`config.mk`:
```
export PLATFORM = sky130hd
export DESIGN_NAME = uart_tx_ex
export DESIGN_NICKNAME = d
export VERILOG_FILES = /design/src/rtl/uart_pkg.sv /design/src/rtl/uart_sync_fifo.sv /design/src/rtl/uart_tx_ex.sv
export SDC_FILE = /design/constraint.sdc
export NUM_CORES = 1
export LEC_CHECK = 0
export CELL_PAD_IN_SITES_DETAIL_PLACEMENT = 1
export CELL_PAD_IN_SITES_GLOBAL_PLACEMENT = 1
export CORE_UTILIZATION = 53
export DETAILED_ROUTE_END_ITERATION = 8
export PLACE_DENSITY_LB_ADDON = 0.1
export SLEW_MARGIN = 20
export SYNTH_ARGS = -nofsm -noshare
export SYNTH_HDL_FRONTEND = slang
export SYNTH_SLANG_ARGS = --single-unit
export TNS_END_PERCENT = 5
```
`constraint.sdc`:
```
create_clock -name Clk -period 8.25 [get_ports Clk]
set_input_delay 0.825 -clock Clk [delete_from_list [all_inputs] [get_ports Clk]]
set_output_delay 0.825 -clock Clk [all_outputs]
set_load 0.01 [all_outputs]
```
`src/rtl/uart_pkg.sv`:
```
// Shared UART definitions: transmitter states, parity modes, data-bit encodings.
// Latency: n/a (types, constants and pure helper functions only).
// Backpressure: n/a.
package uart_pkg;

  typedef enum logic [2:0] {
    IDLE,
    START,
    DATA,
    PARITY,
    STOP
  } tx_state_t;

  localparam logic [1:0] PAR_NONE     = 2'b00;
  localparam logic [1:0] PAR_EVEN     = 2'b01;
  localparam logic [1:0] PAR_ODD      = 2'b10;
  localparam logic [1:0] PAR_NONE_ALT = 2'b11;

  localparam logic [1:0] DBITS_5 = 2'b00;
  localparam logic [1:0] DBITS_6 = 2'b01;
  localparam logic [1:0] DBITS_7 = 2'b10;
  localparam logic [1:0] DBITS_8 = 2'b11;

  // Index of the last data bit sent for a given data-bits code (5 bits -> 4).
  function automatic logic [2:0] last_bit_idx(input logic [1:0] code);
    return 3'd4 + {1'b0, code};
  endfunction

  // Mask selecting the data bits that belong to the frame.
  function automatic logic [7:0] data_mask(input logic [1:0] code);
    logic [7:0] m;
    case (code)
      DBITS_5: m = 8'h1F;
      DBITS_6: m = 8'h3F;
      DBITS_7: m = 8'h7F;
      DBITS_8: m = 8'hFF;
      default: m = 8'hFF;
    endcase
    return m;
  endfunction

  // True when the mode inserts a parity bit.
  function automatic logic parity_on(input logic [1:0] mode);
    logic on;
    case (mode)
      PAR_NONE:     on = 1'b0;
      PAR_EVEN:     on = 1'b1;
      PAR_ODD:      on = 1'b1;
      PAR_NONE_ALT: on = 1'b0;
      default:      on = 1'b0;
    endcase
    return on;
  endfunction

endpackage

```
`src/rtl/uart_sync_fifo.sv`:
```
// Synchronous FIFO with register storage, full/empty flags and a word-count level.
// Latency: a pushed word is visible on pop_dat the cycle after the push edge.
// Backpressure: pushes while full and pops while empty are dropped silently.
module uart_sync_fifo #(
  parameter int DEPTH = 16,
  parameter int W     = 8,
  localparam int AW   = $clog2(DEPTH),
  localparam int LW   = AW + 1
) (
  input  logic          Clk,
  input  logic          Rst,
  input  logic          push,
  input  logic [W-1:0]  push_dat,
  input  logic          pop,
  output logic [W-1:0]  pop_dat,
  output logic          full,
  output logic          empty,
  output logic [LW-1:0] level
);

  logic [W-1:0]  mem [DEPTH];
  logic [AW-1:0] wr_ptr;
  logic [AW-1:0] rd_ptr;
  logic          push_ok;
  logic          pop_ok;

  assign push_ok = push & ~full;
  assign pop_ok  = pop & ~empty;
  assign full    = (level == LW'(DEPTH));
  assign empty   = (level == '0);
  // Head word comes straight out of the storage registers.
  assign pop_dat = mem[rd_ptr];

  // Storage write; contents need no reset since level gates every read.
  always_ff @(posedge Clk) begin
    if (push_ok) begin
      mem[wr_ptr] <= push_dat;
    end
  end

  // Pointers wrap naturally because DEPTH is a power of two; level tracks occupancy.
  always_ff @(posedge Clk) begin
    if (Rst) begin
      wr_ptr <= '0;
      rd_ptr <= '0;
      level  <= '0;
    end else begin
      if (push_ok) wr_ptr <= wr_ptr + AW'(1);
      if (pop_ok)  rd_ptr <= rd_ptr + AW'(1);
      case ({push_ok, pop_ok})
        2'b10:   level <= level + LW'(1);
        2'b01:   level <= level - LW'(1);
        default: level <= level;
      endcase
    end
  end

endmodule

```
`src/rtl/uart_tx_ex.sv`:
```
// UART transmitter with TX FIFO, 5-8 data bits, optional even/odd parity, 1 or 2 stop bits.
// Latency: start bit appears on Out_tx the edge after a word lands in an empty FIFO while idle.
// Backpressure: In_data_rdy low while the FIFO is full; In_data_vld is ignored then.
module uart_tx_ex
  import uart_pkg::*;
#(
  parameter int FIFO_DEPTH = 16,
  parameter int DIV_W      = 16
) (
  input  logic                          Clk,
  input  logic                          Rst,
  input  logic [7:0]                    In_data,
  input  logic                          In_data_vld,
  output logic                          In_data_rdy,
  input  logic [DIV_W-1:0]              Cfg_div,
  input  logic [1:0]                    Cfg_data_bits,
  input  logic [1:0]                    Cfg_parity,
  input  logic                          Cfg_stop2,
  output logic                          Out_tx,
  output logic                          Out_busy,
  output logic                          Out_send_done,
  output logic [$clog2(FIFO_DEPTH):0]   Out_fifo_level
);

  localparam int LW = $clog2(FIFO_DEPTH) + 1;

  tx_state_t        state;
  logic [DIV_W-1:0] baud_cnt;
  logic [2:0]       bit_idx;
  logic             stop_idx;
  logic [7:0]       data_q;
  logic [1:0]       dbits_q;
  logic             par_en_q;
  logic             par_bit_q;
  logic             stop2_q;

  logic             fifo_full;
  logic             fifo_empty;
  logic [7:0]       fifo_dat;
  logic [LW-1:0]    fifo_level;
  logic             pop;
  logic             bit_end;
  logic             frame_end;
  logic [DIV_W-1:0] period_m1;
  logic             par_next;

  uart_sync_fifo #(
    .DEPTH (FIFO_DEPTH),
    .W     (8)
  ) u_fifo (
    .Clk      (Clk),
    .Rst      (Rst),
    .push     (In_data_vld),
    .push_dat (In_data),
    .pop      (pop),
    .pop_dat  (fifo_dat),
    .full     (fifo_full),
    .empty    (fifo_empty),
    .level    (fifo_level)
  );

  assign In_data_rdy    = ~fifo_full;
  assign Out_fifo_level = fifo_level;
  assign Out_busy       = (state != IDLE) || !fifo_empty;

  // A bit period ends on the edge where the down-counter sits at zero.
  assign bit_end   = (baud_cnt == '0);
  assign frame_end = (state == STOP) && bit_end && (stop_idx || !stop2_q);
  // A new frame starts from IDLE or back-to-back straight out of the last stop bit.
  assign pop       = !Rst && !fifo_empty && ((state == IDLE) || frame_end);
  // Bit period is never shorter than two clocks; Cfg_div is read live at each boundary.
  assign period_m1 = (Cfg_div < DIV_W'(2)) ? DIV_W'(1) : (Cfg_div - DIV_W'(1));
  // Parity over only the bits that will be sent, inverted for odd mode.
  assign par_next  = (^(fifo_dat & data_mask(Cfg_data_bits))) ^ (Cfg_parity == PAR_ODD);

  // Frame sequencer: baud/bit counting, line driver and done pulse, all registered.
  always_ff @(posedge Clk) begin
    if (Rst) begin
      state         <= IDLE;
      baud_cnt      <= '0;
      bit_idx       <= '0;
      stop_idx      <= 1'b0;
      data_q        <= '0;
      dbits_q       <= DBITS_8;
      par_en_q      <= 1'b0;
      par_bit_q     <= 1'b0;
      stop2_q       <= 1'b0;
      Out_tx        <= 1'b1;
      Out_send_done <= 1'b0;
    end else begin
      Out_send_done <= 1'b0;
      if (state != IDLE && !bit_end) begin
        baud_cnt <= baud_cnt - DIV_W'(1);
      end

      case (state)
        IDLE: begin
          Out_tx <= 1'b1;
        end
        START: begin
          if (bit_end) begin
            state    <= DATA;
            Out_tx   <= data_q[0];
            bit_idx  <= '0;
            baud_cnt <= period_m1;
          end
        end
        DATA: begin
          if (bit_end) begin
            baud_cnt <= period_m1;
            if (bit_idx == last_bit_idx(dbits_q)) begin
              if (par_en_q) begin
                state  <= PARITY;
                Out_tx <= par_bit_q;
              end else begin
                state    <= STOP;
                Out_tx   <= 1'b1;
                stop_idx <= 1'b0;
              end
            end else begin
              bit_idx <= bit_idx + 3'd1;
              Out_tx  <= data_q[bit_idx + 3'd1];
            end
          end
        end
        PARITY: begin
          if (bit_end) begin
            state    <= STOP;
            Out_tx   <= 1'b1;
            stop_idx <= 1'b0;
            baud_cnt <= period_m1;
          end
        end
        STOP: begin
          if (bit_end) begin
            if (frame_end) begin
              Out_send_done <= 1'b1;
              state         <= IDLE;
              Out_tx        <= 1'b1;
            end else begin
              stop_idx <= 1'b1;
              baud_cnt <= period_m1;
            end
          end
        end
        default: begin
          state  <= IDLE;
          Out_tx <= 1'b1;
        end
      endcase

      // Starting a frame overrides the per-state updates above; config is frozen here.
      if (pop) begin
        state     <= START;
        Out_tx    <= 1'b0;
        baud_cnt  <= period_m1;
        data_q    <= fifo_dat;
        dbits_q   <= Cfg_data_bits;
        par_en_q  <= parity_on(Cfg_parity);
        par_bit_q <= par_next;
        stop2_q   <= Cfg_stop2;
      end
    end
  end

endmodule

```
==> out/metrics.yaml <==
clocking:
  ctsResizeCount: 0
  path_clk_slew_ns: 0.07
  cts_buffers: 17
  cts_hold_buffers: 0
  postCtsSetupRepairBufs: 0
  cts.sinks: 183
  insertion_delay_ns: 0.44
  cts_root_buf: "clkbuf_16"
  cts_tree: "done"
  htreeDepth: 4
  clk_path_buf_depth: 2
route:
  drt_iter0_drc: 300
  wl_per_cell_microns: 22.10
  drtPass1Iterations: 6
  drc: 0
  antenna_left: 0
  num_vias: 5033
  drt-total-wl_mm: 18.77
  vias_per_cell: 5.928
placement:
  place_inst: 817
  numPortBuffers: 40
  hpwlAfterDp_mm: 12.39
  gp_congestion: 0.8339
  placed_area_sq_um: 8617
logic_synthesis:
  yosys_warnings: 0
  synth_most_common_cell: "edfxtp_1"
  ys_types: 52
  seq_area_frac_synth_pct: 61.30
  syn_inst: 619
  netlist_area_sq_um: 8066
  postSynthAreaPerCell_sq_um: 13.03
  yosysTopAreaCell: "edfxtp_1"
  async_flop_share_pct: 0
  synth_edf_count: 128
  synthTopCellsByArea: "edfxtp_1, dfxtp_1, mux4_2"
  synth_top_cells_by_count: "edfxtp_1, nor2_1, nand2_1"
  synthFlopType: "edfxtp_1"
  synth.top_cell.area_share_pct: 47.65
  synth-seq-cells: 183
  synth_nets: 665
floorplan:
  initial_core_util_pct: 54.88
  ios: 41
  die_x_microns: 125.4
  rows: 44
  die-area_sq_um: 15720
  die_y_microns: 125.4
  core_sq_um: 14700
setup_path:
  start_kind: "flop"
  r2r-start: "baud_cnt[6]"
  worstPathRequired_ns: 8.61
  reg2reg_setup_slack_ns: 3.86
  worstPathMaxFanout: 22
  arrival_ns: 4.74
  crit_type: "flop to flop"
  r2r_cells: 14
  regToRegEndpoint: "u_fifo.level[4]"
  end_kind: "flop"
run_status:
  outcome: "finished clean"
worst_hold_path:
  worstHoldPathCells: 2
  holdPathEnd: "data_q[1]"
  hold_start: "data_q[1]"
  hp-class: "flop to flop"
cells_and_area:
  area_growth_pct: 14.86
  nNetsFinal: 698
  fillers: 1415
  stdcell_count: 849
  fin_area_sq_um: 9265
  drive_gt1_share_pct: 13.38
  num_antenna_cells: 0
timing:
  max_slew_margin_pct: 25.86
  fmax_mhz: 227.9
  finClkSkew_ns: 0.01058
  period_needed_ns: 4.387
  rsz0062_at_grt: "no"
  setup_viol: 0
  worst_hold_slack_ns: 0.4630
  worstMarginPinSlew_ns: 1.108
  final.setup.tns_ns: 0
  final_max_slew_viol_count: 0
  post-route-period-util_pct: 53.18
  hold_violations: 0
grt:
  grt_pass1_vias: 5535
  grt_overflow: 0
  grt_max_degree: 54
  grt_use_total_pct: 25.91
  antenna_found_initial: 0
  grt_first_pass_wirelength_mm: 29.88
power_and_ir_drop:
  p_leak_uw: 0.003052
  power_density_nw_per_um2: 308.8
  irDropWorstVdd_v: 0.0002151
flow_run:
  drv_cap: 0
## layout by cell type, fill, tap and decap left out, types with 3 or more instances in the layout
cell type and n:
inv_6 3, buf_4 6, nor3_1 16, a211oi_1 13, a22oi_1 15, inv_1 12
clkdlybuf4s50_1 39, nor2b_1 5, dfxtp_1 53, xor2_1 18, nand2b_1 5, a21oi_1 31
edfxtp_1 128, nand2_1 59, mux4_2 35, clkbuf_16 17, nor2_1 74, ha_1 14
o21ai_0 12, nand3b_1 5, inv_8 3, xnor2_1 28, nand3_1 7, clkinv_8 4
or3_1 12, nor4_1 7
## final cells by class
cell class	count	area (sq um)	area share, %
flip-flops and latches	183	4947	53.40
multi-input cells	391	2965	32.01
repair buffers	46	440.4	4.754
clock buffers	17	425.4	4.591
well taps	184	230.2	2.485
clock inverters	15	207.7	2.242
inverters	13	48.80	0.5267
## metrics by stage
stage | utilization [%] | total power (uW) | setup slack (ns)
floorplan | - | 1782 | 4.378
global placement | 58.62 | 1984 | 4.007
CTS | 62.93 | 2886 | 3.790
global route | 63.03 | 3013 | 3.471
finish | 63.03 | 2861 | 3.863
detailed placement | 58.62 | 2020 | 3.876
## flip-flops by register name (all words and copies together), names as in the netlist, named ones only
register,count
data_q,8
Out_send_done,1
dbits_q,2
u_fifo.mem,128
state,3
Out_tx,1
stop2_q,1
bit_idx,3
par_bit_q,1
par_en_q,1
baud_cnt,16
u_fifo.rd_ptr,4
stop_idx,1
u_fifo.wr_ptr,4
u_fifo.level,5
## logic make-up (layout without fill, tap and decap cells)
group           Yosys count  in the layout  share of synthesized area [%]
compound gates           86             86                          6.779
xor+xnor                 47             47                          5.274
fa+ha+maj                14             14                          2.172
buf+inv                  45             91                          2.249
flops                   183            183                          61.30
mux                      37             37                          10.02
simple gates            207            207                          12.21
## metal layers
layer | GRT usage (%) | routed length, microns | vias up
met5 | 0 | 0 | -
met4 | 11.19 | 349 | 0
met3 | 5.006 | 618 | 26
met2 | 45.88 | 10070 | 94
met1 | 30.89 | 7727 | 2540
li1 | - | - | 2373
## power breakdown
| group | switching [uW] | internal [uW] | leakage, uW | total [uW] |
|---|---|---|---|---|
| combinational | 446 | 388 | 0.00114 | 834 |
| sequential | 101 | 1070 | 0.00161 | 1170 |
| clock | 388 | 466 | 0.000309 | 854 |
| total | 935 | 1930 | 0.00305 | 2860 |
## worst max-delay path, cell delays in order, from the launching register on
cell and delay (ns):
dfxtp_1 0.36, or4_4 0.59, or4b_1 0.58, o31ai_2 0.29, nand3_2 0.31, inv_2 0.40, ha_1 0.44, xor2_1 0.18
ha_1 0.20, o21ai_0 0.09, a21oi_1 0.18, a21oi_1 0.10, xor2_1 0.15, or3_1 0.32, a21oi_1 0.14
## how the worst max path moves through the flow
stage / start / to / depth (start not counted)
after floorplan: baud_cnt[6] / u_fifo.level[4] / 16
after global placement: baud_cnt[6] / u_fifo.level[4] / 14
after detailed placement: baud_cnt[6] / u_fifo.level[4] / 14
after CTS: baud_cnt[2] / u_fifo.level[4] / 14
after global routing: baud_cnt[6] / u_fifo.level[4] / 14
final: baud_cnt[6] / u_fifo.level[4] / 14
Power figures use the tool's default switching activity.
